`src/rtl/mmio_counter_bank.sv`:
```
// rtl/mmio_counter_bank.sv - bank of NUM_CH memory-mapped counters with compare, wrap, sticky flags and irq
module mmio_counter_bank #(
    parameter int          NUM_CH    = 4,
    parameter int          CNT_W     = 64,
    parameter logic [31:0] BASE_ADDR = 32'h8000_0000
) (
    input  logic              clk_i,
    input  logic              rst_i,
    input  logic [3:0]        dbus_en_i,
    input  logic [31:0]       dbus_write_addr_i,
    input  logic [31:0]       dbus_write_data_i,
    input  logic              dbus_read_en_i,
    input  logic [31:0]       dbus_read_addr_i,
    output logic [31:0]       dbus_read_data_o,
    input  logic [NUM_CH-1:0] evt_i,
    output logic              irq_o
);
    localparam int HI_W = CNT_W - 32;
    localparam int CH_W = (NUM_CH > 1) ? $clog2(NUM_CH) : 1;
    localparam logic [3:0]       NCH4    = 4'(NUM_CH);
    localparam logic [CNT_W-1:0] CNT_MAX = '1;
    localparam logic [CNT_W-1:0] CNT_ONE = CNT_W'(1);

    logic [CNT_W-1:0] r_cnt    [NUM_CH];
    logic [CNT_W-1:0] r_cmp    [NUM_CH];
    logic [HI_W-1:0]  r_shadow [NUM_CH];
    logic [3:0]       r_ctrl   [NUM_CH];
    logic [1:0]       r_status [NUM_CH];
    logic             r_irq;

    logic [CNT_W-1:0] w_cnt_nxt    [NUM_CH];
    logic [CNT_W-1:0] w_cmp_nxt    [NUM_CH];
    logic [HI_W-1:0]  w_shadow_nxt [NUM_CH];
    logic [3:0]       w_ctrl_nxt   [NUM_CH];
    logic [1:0]       w_status_nxt [NUM_CH];
    logic [1:0]       w_set        [NUM_CH];
    logic [1:0]       w_clr        [NUM_CH];
    logic [NUM_CH-1:0] w_tick;
    logic [NUM_CH-1:0] w_wsel;
    logic             w_irq_nxt;

    logic        w_wr, w_wr_hit, w_rd_hit;
    logic [2:0]  w_wr_ch, w_rd_ch, w_wr_off, w_rd_off;
    logic [CH_W-1:0] w_rd_idx;
    logic [31:0] w_mask;
    logic        w_unused_addr_lsbs;

    assign w_wr     = |dbus_en_i;
    assign w_wr_ch  = dbus_write_addr_i[7:5];
    assign w_wr_off = dbus_write_addr_i[4:2];
    assign w_rd_ch  = dbus_read_addr_i[7:5];
    assign w_rd_off = dbus_read_addr_i[4:2];
    assign w_rd_idx = w_rd_ch[CH_W-1:0];
    assign w_wr_hit = w_wr && (dbus_write_addr_i[31:8] == BASE_ADDR[31:8]) && ({1'b0, w_wr_ch} < NCH4);
    assign w_rd_hit = (dbus_read_addr_i[31:8] == BASE_ADDR[31:8]) && ({1'b0, w_rd_ch} < NCH4);
    assign w_mask   = {{8{dbus_en_i[3]}}, {8{dbus_en_i[2]}}, {8{dbus_en_i[1]}}, {8{dbus_en_i[0]}}};
    assign w_unused_addr_lsbs = ^{dbus_write_addr_i[1:0], dbus_read_addr_i[1:0]};
    assign irq_o    = r_irq;

    function automatic logic [31:0] merge_lo(input logic [31:0] old_v, input logic [31:0] d,
                                             input logic [31:0] m);
        return (old_v & ~m) | (d & m);
    endfunction

    // HI words are zero-extended to 32 bits; lanes above CNT_W fall away on truncation
    function automatic logic [HI_W-1:0] merge_hi(input logic [HI_W-1:0] old_v, input logic [31:0] d,
                                                 input logic [31:0] m);
        logic [31:0] t;
        t = (32'(old_v) & ~m) | (d & m);
        return t[HI_W-1:0];
    endfunction

    always_comb begin
        w_irq_nxt = 1'b0;
        for (int ch = 0; ch < NUM_CH; ch++) begin
            w_wsel[ch]       = w_wr_hit && (w_wr_ch == 3'(ch));
            w_tick[ch]       = r_ctrl[ch][0] & (r_ctrl[ch][1] ? evt_i[ch] : 1'b1);
            w_cnt_nxt[ch]    = r_cnt[ch];
            w_cmp_nxt[ch]    = r_cmp[ch];
            w_ctrl_nxt[ch]   = r_ctrl[ch];
            w_shadow_nxt[ch] = r_shadow[ch];
            w_set[ch]        = 2'b00;
            w_clr[ch]        = 2'b00;

            // software counter writes suppress that cycle's tick entirely
            if (w_wsel[ch] && w_wr_off == 3'd0) begin
                w_cnt_nxt[ch][31:0] = merge_lo(r_cnt[ch][31:0], dbus_write_data_i, w_mask);
            end else if (w_wsel[ch] && w_wr_off == 3'd1) begin
                w_cnt_nxt[ch][CNT_W-1:32] = merge_hi(r_cnt[ch][CNT_W-1:32], dbus_write_data_i, w_mask);
            end else if (w_tick[ch]) begin
                if (r_cnt[ch] == r_cmp[ch]) begin
                    w_set[ch][0] = 1'b1;
                    w_set[ch][1] = !r_ctrl[ch][2] && (r_cnt[ch] == CNT_MAX);
                    w_cnt_nxt[ch] = r_ctrl[ch][2] ? '0 : r_cnt[ch] + CNT_ONE;
                end else if (r_cnt[ch] == CNT_MAX) begin
                    w_set[ch][1]  = 1'b1;
                    w_cnt_nxt[ch] = '0;
                end else begin
                    w_cnt_nxt[ch] = r_cnt[ch] + CNT_ONE;
                end
            end

            if (w_wsel[ch] && w_wr_off == 3'd2 && dbus_en_i[0])
                w_ctrl_nxt[ch] = dbus_write_data_i[3:0];
            if (w_wsel[ch] && w_wr_off == 3'd3 && dbus_en_i[0])
                w_clr[ch] = dbus_write_data_i[1:0];
            if (w_wsel[ch] && w_wr_off == 3'd4)
                w_cmp_nxt[ch][31:0] = merge_lo(r_cmp[ch][31:0], dbus_write_data_i, w_mask);
            if (w_wsel[ch] && w_wr_off == 3'd5)
                w_cmp_nxt[ch][CNT_W-1:32] = merge_hi(r_cmp[ch][CNT_W-1:32], dbus_write_data_i, w_mask);
            if (dbus_read_en_i && w_rd_hit && w_rd_ch == 3'(ch) && w_rd_off == 3'd0)
                w_shadow_nxt[ch] = r_cnt[ch][CNT_W-1:32];

            w_status_nxt[ch] = (r_status[ch] & ~w_clr[ch]) | w_set[ch];
            w_irq_nxt = w_irq_nxt | ((|r_status[ch]) & r_ctrl[ch][3]);
        end
    end

    always_comb begin
        dbus_read_data_o = '0;
        if (w_rd_hit) begin
            case (w_rd_off)
                3'd0:    dbus_read_data_o = r_cnt[w_rd_idx][31:0];
                3'd1:    dbus_read_data_o = 32'(r_shadow[w_rd_idx]);
                3'd2:    dbus_read_data_o = {28'd0, r_ctrl[w_rd_idx]};
                3'd3:    dbus_read_data_o = {30'd0, r_status[w_rd_idx]};
                3'd4:    dbus_read_data_o = r_cmp[w_rd_idx][31:0];
                3'd5:    dbus_read_data_o = 32'(r_cmp[w_rd_idx][CNT_W-1:32]);
                default: dbus_read_data_o = '0;
            endcase
        end
    end

    always_ff @(posedge clk_i) begin
        if (rst_i) begin
            r_irq <= 1'b0;
            for (int ch = 0; ch < NUM_CH; ch++) begin
                r_cnt[ch]    <= '0;
                r_cmp[ch]    <= '1;
                r_shadow[ch] <= '0;
                r_ctrl[ch]   <= '0;
                r_status[ch] <= '0;
            end
        end else begin
            r_irq <= w_irq_nxt;
            for (int ch = 0; ch < NUM_CH; ch++) begin
                r_cnt[ch]    <= w_cnt_nxt[ch];
                r_cmp[ch]    <= w_cmp_nxt[ch];
                r_shadow[ch] <= w_shadow_nxt[ch];
                r_ctrl[ch]   <= w_ctrl_nxt[ch];
                r_status[ch] <= w_status_nxt[ch];
            end
        end
    end
endmodule

```
`config.mk`:
```
export PLATFORM = sky130hd
export DESIGN_NAME = mmio_counter_bank
export DESIGN_NICKNAME = d
export VERILOG_FILES = /design/src/rtl/mmio_counter_bank.sv
export SDC_FILE = /design/constraint.sdc
export NUM_CORES = 2
export LEC_CHECK = 0
export CAP_MARGIN = 20
export CELL_PAD_IN_SITES_DETAIL_PLACEMENT = 1
export CELL_PAD_IN_SITES_GLOBAL_PLACEMENT = 1
export CORE_AREA = 10 10 372 374
export DETAILED_ROUTE_END_ITERATION = 7
export DIE_AREA = 0 0 382 384
export GPL_TIMING_DRIVEN = 0
export PLACE_DENSITY_LB_ADDON = 0.1
export SLEW_MARGIN = 10
export SYNTH_ARGS = -nofsm -noshare
export SYNTH_HDL_FRONTEND = slang
export SYNTH_SLANG_ARGS = --single-unit
```
`constraint.sdc`:
```
create_clock -name clk_i -period 6.65 [get_ports clk_i]
set_input_delay 0.665 -clock clk_i [delete_from_list [all_inputs] [get_ports clk_i]]
set_output_delay 0.665 -clock clk_i [all_outputs]
set_load 0.02 [all_outputs]
```
==> flow_metrics.env <==
export IMPL_status="finished clean"
export IMPL_hold_viol=0
export IMPL_cp_arrival_ns=4.91
export IMPL_die_y_um=384
export IMPL_fin_crit_ns=5.575
export IMPL_synth_common_cells="537 x dfxtp_1, 537 x nand2_1, 281 x clkbuf_1, 259 x o21ai_0, 243 x nand3_1"
export IMPL_synth_avg_cell_area_um2=8.825
export IMPL_grt_pass1_wl_um=356600
export IMPL_hp_class="in -> reg"
export IMPL_drt_pass1_iterations=5
export IMPL_die_w_um=382
export IMPL_final_cells=6529
export IMPL_post_cts_buffers=0
export IMPL_coreArea_um2=130800
export IMPL_clk_latency_ns=0.71
export IMPL_synth_seq_cells=665
export IMPL_cts_path_max_buffers=3
export IMPL_startpoint_type="input pin"
export IMPL_seqCellArea_um2=14590
export IMPL_endpoint_kind="output port"
export IMPL_cts_sinks=665
export IMPL_power_density_nw_per_um2=216.1
export IMPL_path_max_fanout=10
export IMPL_area_growth_syn_to_layout_pct=18.77
export IMPL_maxSlewHeadroom_pct=12.55
export IMPL_dpl_hpwl_um=222900
export IMPL_antenna_found_initial=24
export IMPL_portBuffers=104
export IMPL_numCtsBuffers=88
export IMPL_grt_pass1_vias=39320
export IMPL_yosys_warnings=0
export IMPL_nets=4805
export IMPL_drv_slew=0
export IMPL_cp_required_ns=5.98
export IMPL_grt_overflow_total=0
export IMPL_synth_largest_area_cell="dfxtp_1"
export IMPL_grt_util_all_layers_pct=35.75
export IMPL_cts_tree="built"
export IMPL_cap_violations=0
export IMPL_fin_crit_sh_pct=83.83
export IMPL_ir_drop_mv=0.1797
export IMPL_rows=133
export IMPL_syn_area_um2=39060
export IMPL_yosys_most_used_dff="dfxtp_1"
export IMPL_gp_congestion=1.064
export IMPL_slowest_stage="clkbuf_1"
export IMPL_skew_ns=0.03166
export IMPL_dieArea_um2=146700
export IMPL_synth_top_area_share_pct=27.52
export IMPL_avgRoutedWirePerCell_um=41.65
export IMPL_synth_edf_count=128
export IMPL_setup_violations_final=0
export IMPL_fin_setup_tns_ns=0
export IMPL_route_detailed_drc=0
export IMPL_cts_max_level=3
export IMPL_synth_async_reset_ratio_pct=0
export IMPL_max_stage_delay_ns=0.80
export IMPL_vias=40290
export IMPL_synth_cells=4426
export IMPL_drive_gt1_share_pct=11.10
export IMPL_ant_nets=0
export IMPL_postCtsResizedCells=0
export IMPL_path_clk_slew_ns=0.05
export IMPL_grt_start_max_net_pins=21
export IMPL_clockRootBuffer="clkbuf_16"
export IMPL_p_leak_uw=0.01413
export IMPL_synth_area_top_cells="dfxtp_1 28%, edfxtp_1 9.8%, mux4_2 7.6%, mux2i_1 5.3%, nand2_1 5.2%"
export IMPL_synthesis_nets=4537
export IMPL_cts_hold_buf=0
export IMPL_cpMostUsedCell="clkbuf_1"
export IMPL_vias_per_cell=6.171
export IMPL_max_freq_mhz=179.4
export IMPL_multi_input_area_um2=22820
export IMPL_initial_utilization_pct=29.86
export IMPL_fill_cells=15350
export IMPL_worstSetupPathType="in -> out"
export IMPL_detail_route_wirelength_um=271900
export IMPL_max_slew_worst_pin_slew_ns=1.312
export IMPL_grt_setup_unrepaired="no"
export IMPL_seq_area_frac_synth_pct=37.36
export IMPL_ys_types=85
export IMPL_timing_critical_path_cells="clkdlybuf4s50_1 -> clkbuf_1 -> nand2_1 -> nor2_1 -> clkbuf_1 -> clkbuf_1 -> a22oi_1 -> a21oi_1 -> clkdlybuf4s50_1"
export IMPL_io_pins=140
export IMPL_drt_iter0_markers=5134
export IMPL_dp_cells=6350
final timing paths:
kind / startpoint / endpoint / slack [ns] / cells after the start
hold / removal: dbus_write_data_i[21] / register / 0.44 / 3
setup / recovery: dbus_read_addr_i[4] / dbus_read_data_o[31] / 1.08 / 9
hold reg to reg: r_status[1][0]$_SDFF_PP0_ / r_status[1][0]$_SDFF_PP0_ / 0.50 / 2
setup reg to reg: register / register / 1.26 / 11
stage by stage:
stage	worst slack (ns)	hold slack (ns)	util, %	total power, µW	instance area (µm²)
after floorplan	1.611	0.4563	-	4511	39060
after global placement	-2.023	0.4812	32.34	4931	42300
after detailed placement	0.5243	0.4832	33.11	4968	43310
after CTS	1.141	0.4731	35.39	10020	46280
after global routing	1.030	0.4981	35.45	10190	46370
final	1.075	0.4384	35.47	10030	46390
worst max-delay path: cells and delay by family:
kind / cells / cell delay, ns
buffers and inverters: 5 / 2.86
AO/OA/AOI/OAI: 2 / 1.08
AND/OR/NAND/NOR: 2 / 0.27
layer usage:
layer,share of wire (%),global-route usage [%]
met1,41,45.45
met4,8.0,24.82
met5,0.0048,0
met2,43,53.71
met3,8.8,7.796
cells in the final DEF (no fill, tap or decap), types with 75 or more instances in the layout:
master / synthesis / routed
nor4_1: 120 / 114
nand2_1: 537 / 537
and2_1: 130 / 130
clkdlybuf4s50_1: 0 / 104
xnor2_1: 105 / 105
nand3_1: 243 / 243
dfxtp_1: 537 / 537
mux4_2: 132 / 132
nor2_1: 202 / 202
clkbuf_1: 281 / 276
mux2i_1: 208 / 208
xor2_1: 229 / 229
nand4_1: 103 / 103
clkbuf_16: 0 / 93
a21oi_1: 166 / 164
edfxtp_1: 128 / 128
a22oi_1: 153 / 153
o21ai_0: 259 / 254
nor3_1: 99 / 93
o22ai_1: 75 / 75
report_power, final:
part / leakage, µW / switching (µW) / internal, µW / total, µW
clock network: 0.00146 / 2120 / 3000 / 5110
registers: 0.00558 / 42.5 / 4140 / 4190
logic: 0.00709 / 540 / 191 / 730
kinds of logic (layout without fill, tap and decap cells):
group                    after synthesis  count (layout)  share of synthesized area [%]
AND/OR/NAND/NOR                     1709            1709                          22.37
XOR/XNOR                             334             334                          7.489
other                                  0               8                              0
multiplexers                         354             354                          13.43
adder cells (fa/ha/maj)                4               4                         0.1281
AO/OA/AOI/OAI                        906             906                          14.61
buffers and inverters                454             794                          4.613
flip-flops                           665             665                          37.36
area by class of cell:
cell class,count,share of cell area [%]
diodes,8,0.04315
multi-input cells,3307,49.19
clock inverters,31,0.7390
well taps,1755,4.733
inverters,63,0.5097
clock buffers,131,5.669
plain buffers,391,3.458
repair buffers,178,4.205
flip-flops and latches,665,31.46
Power figures use the tool's default switching activity.
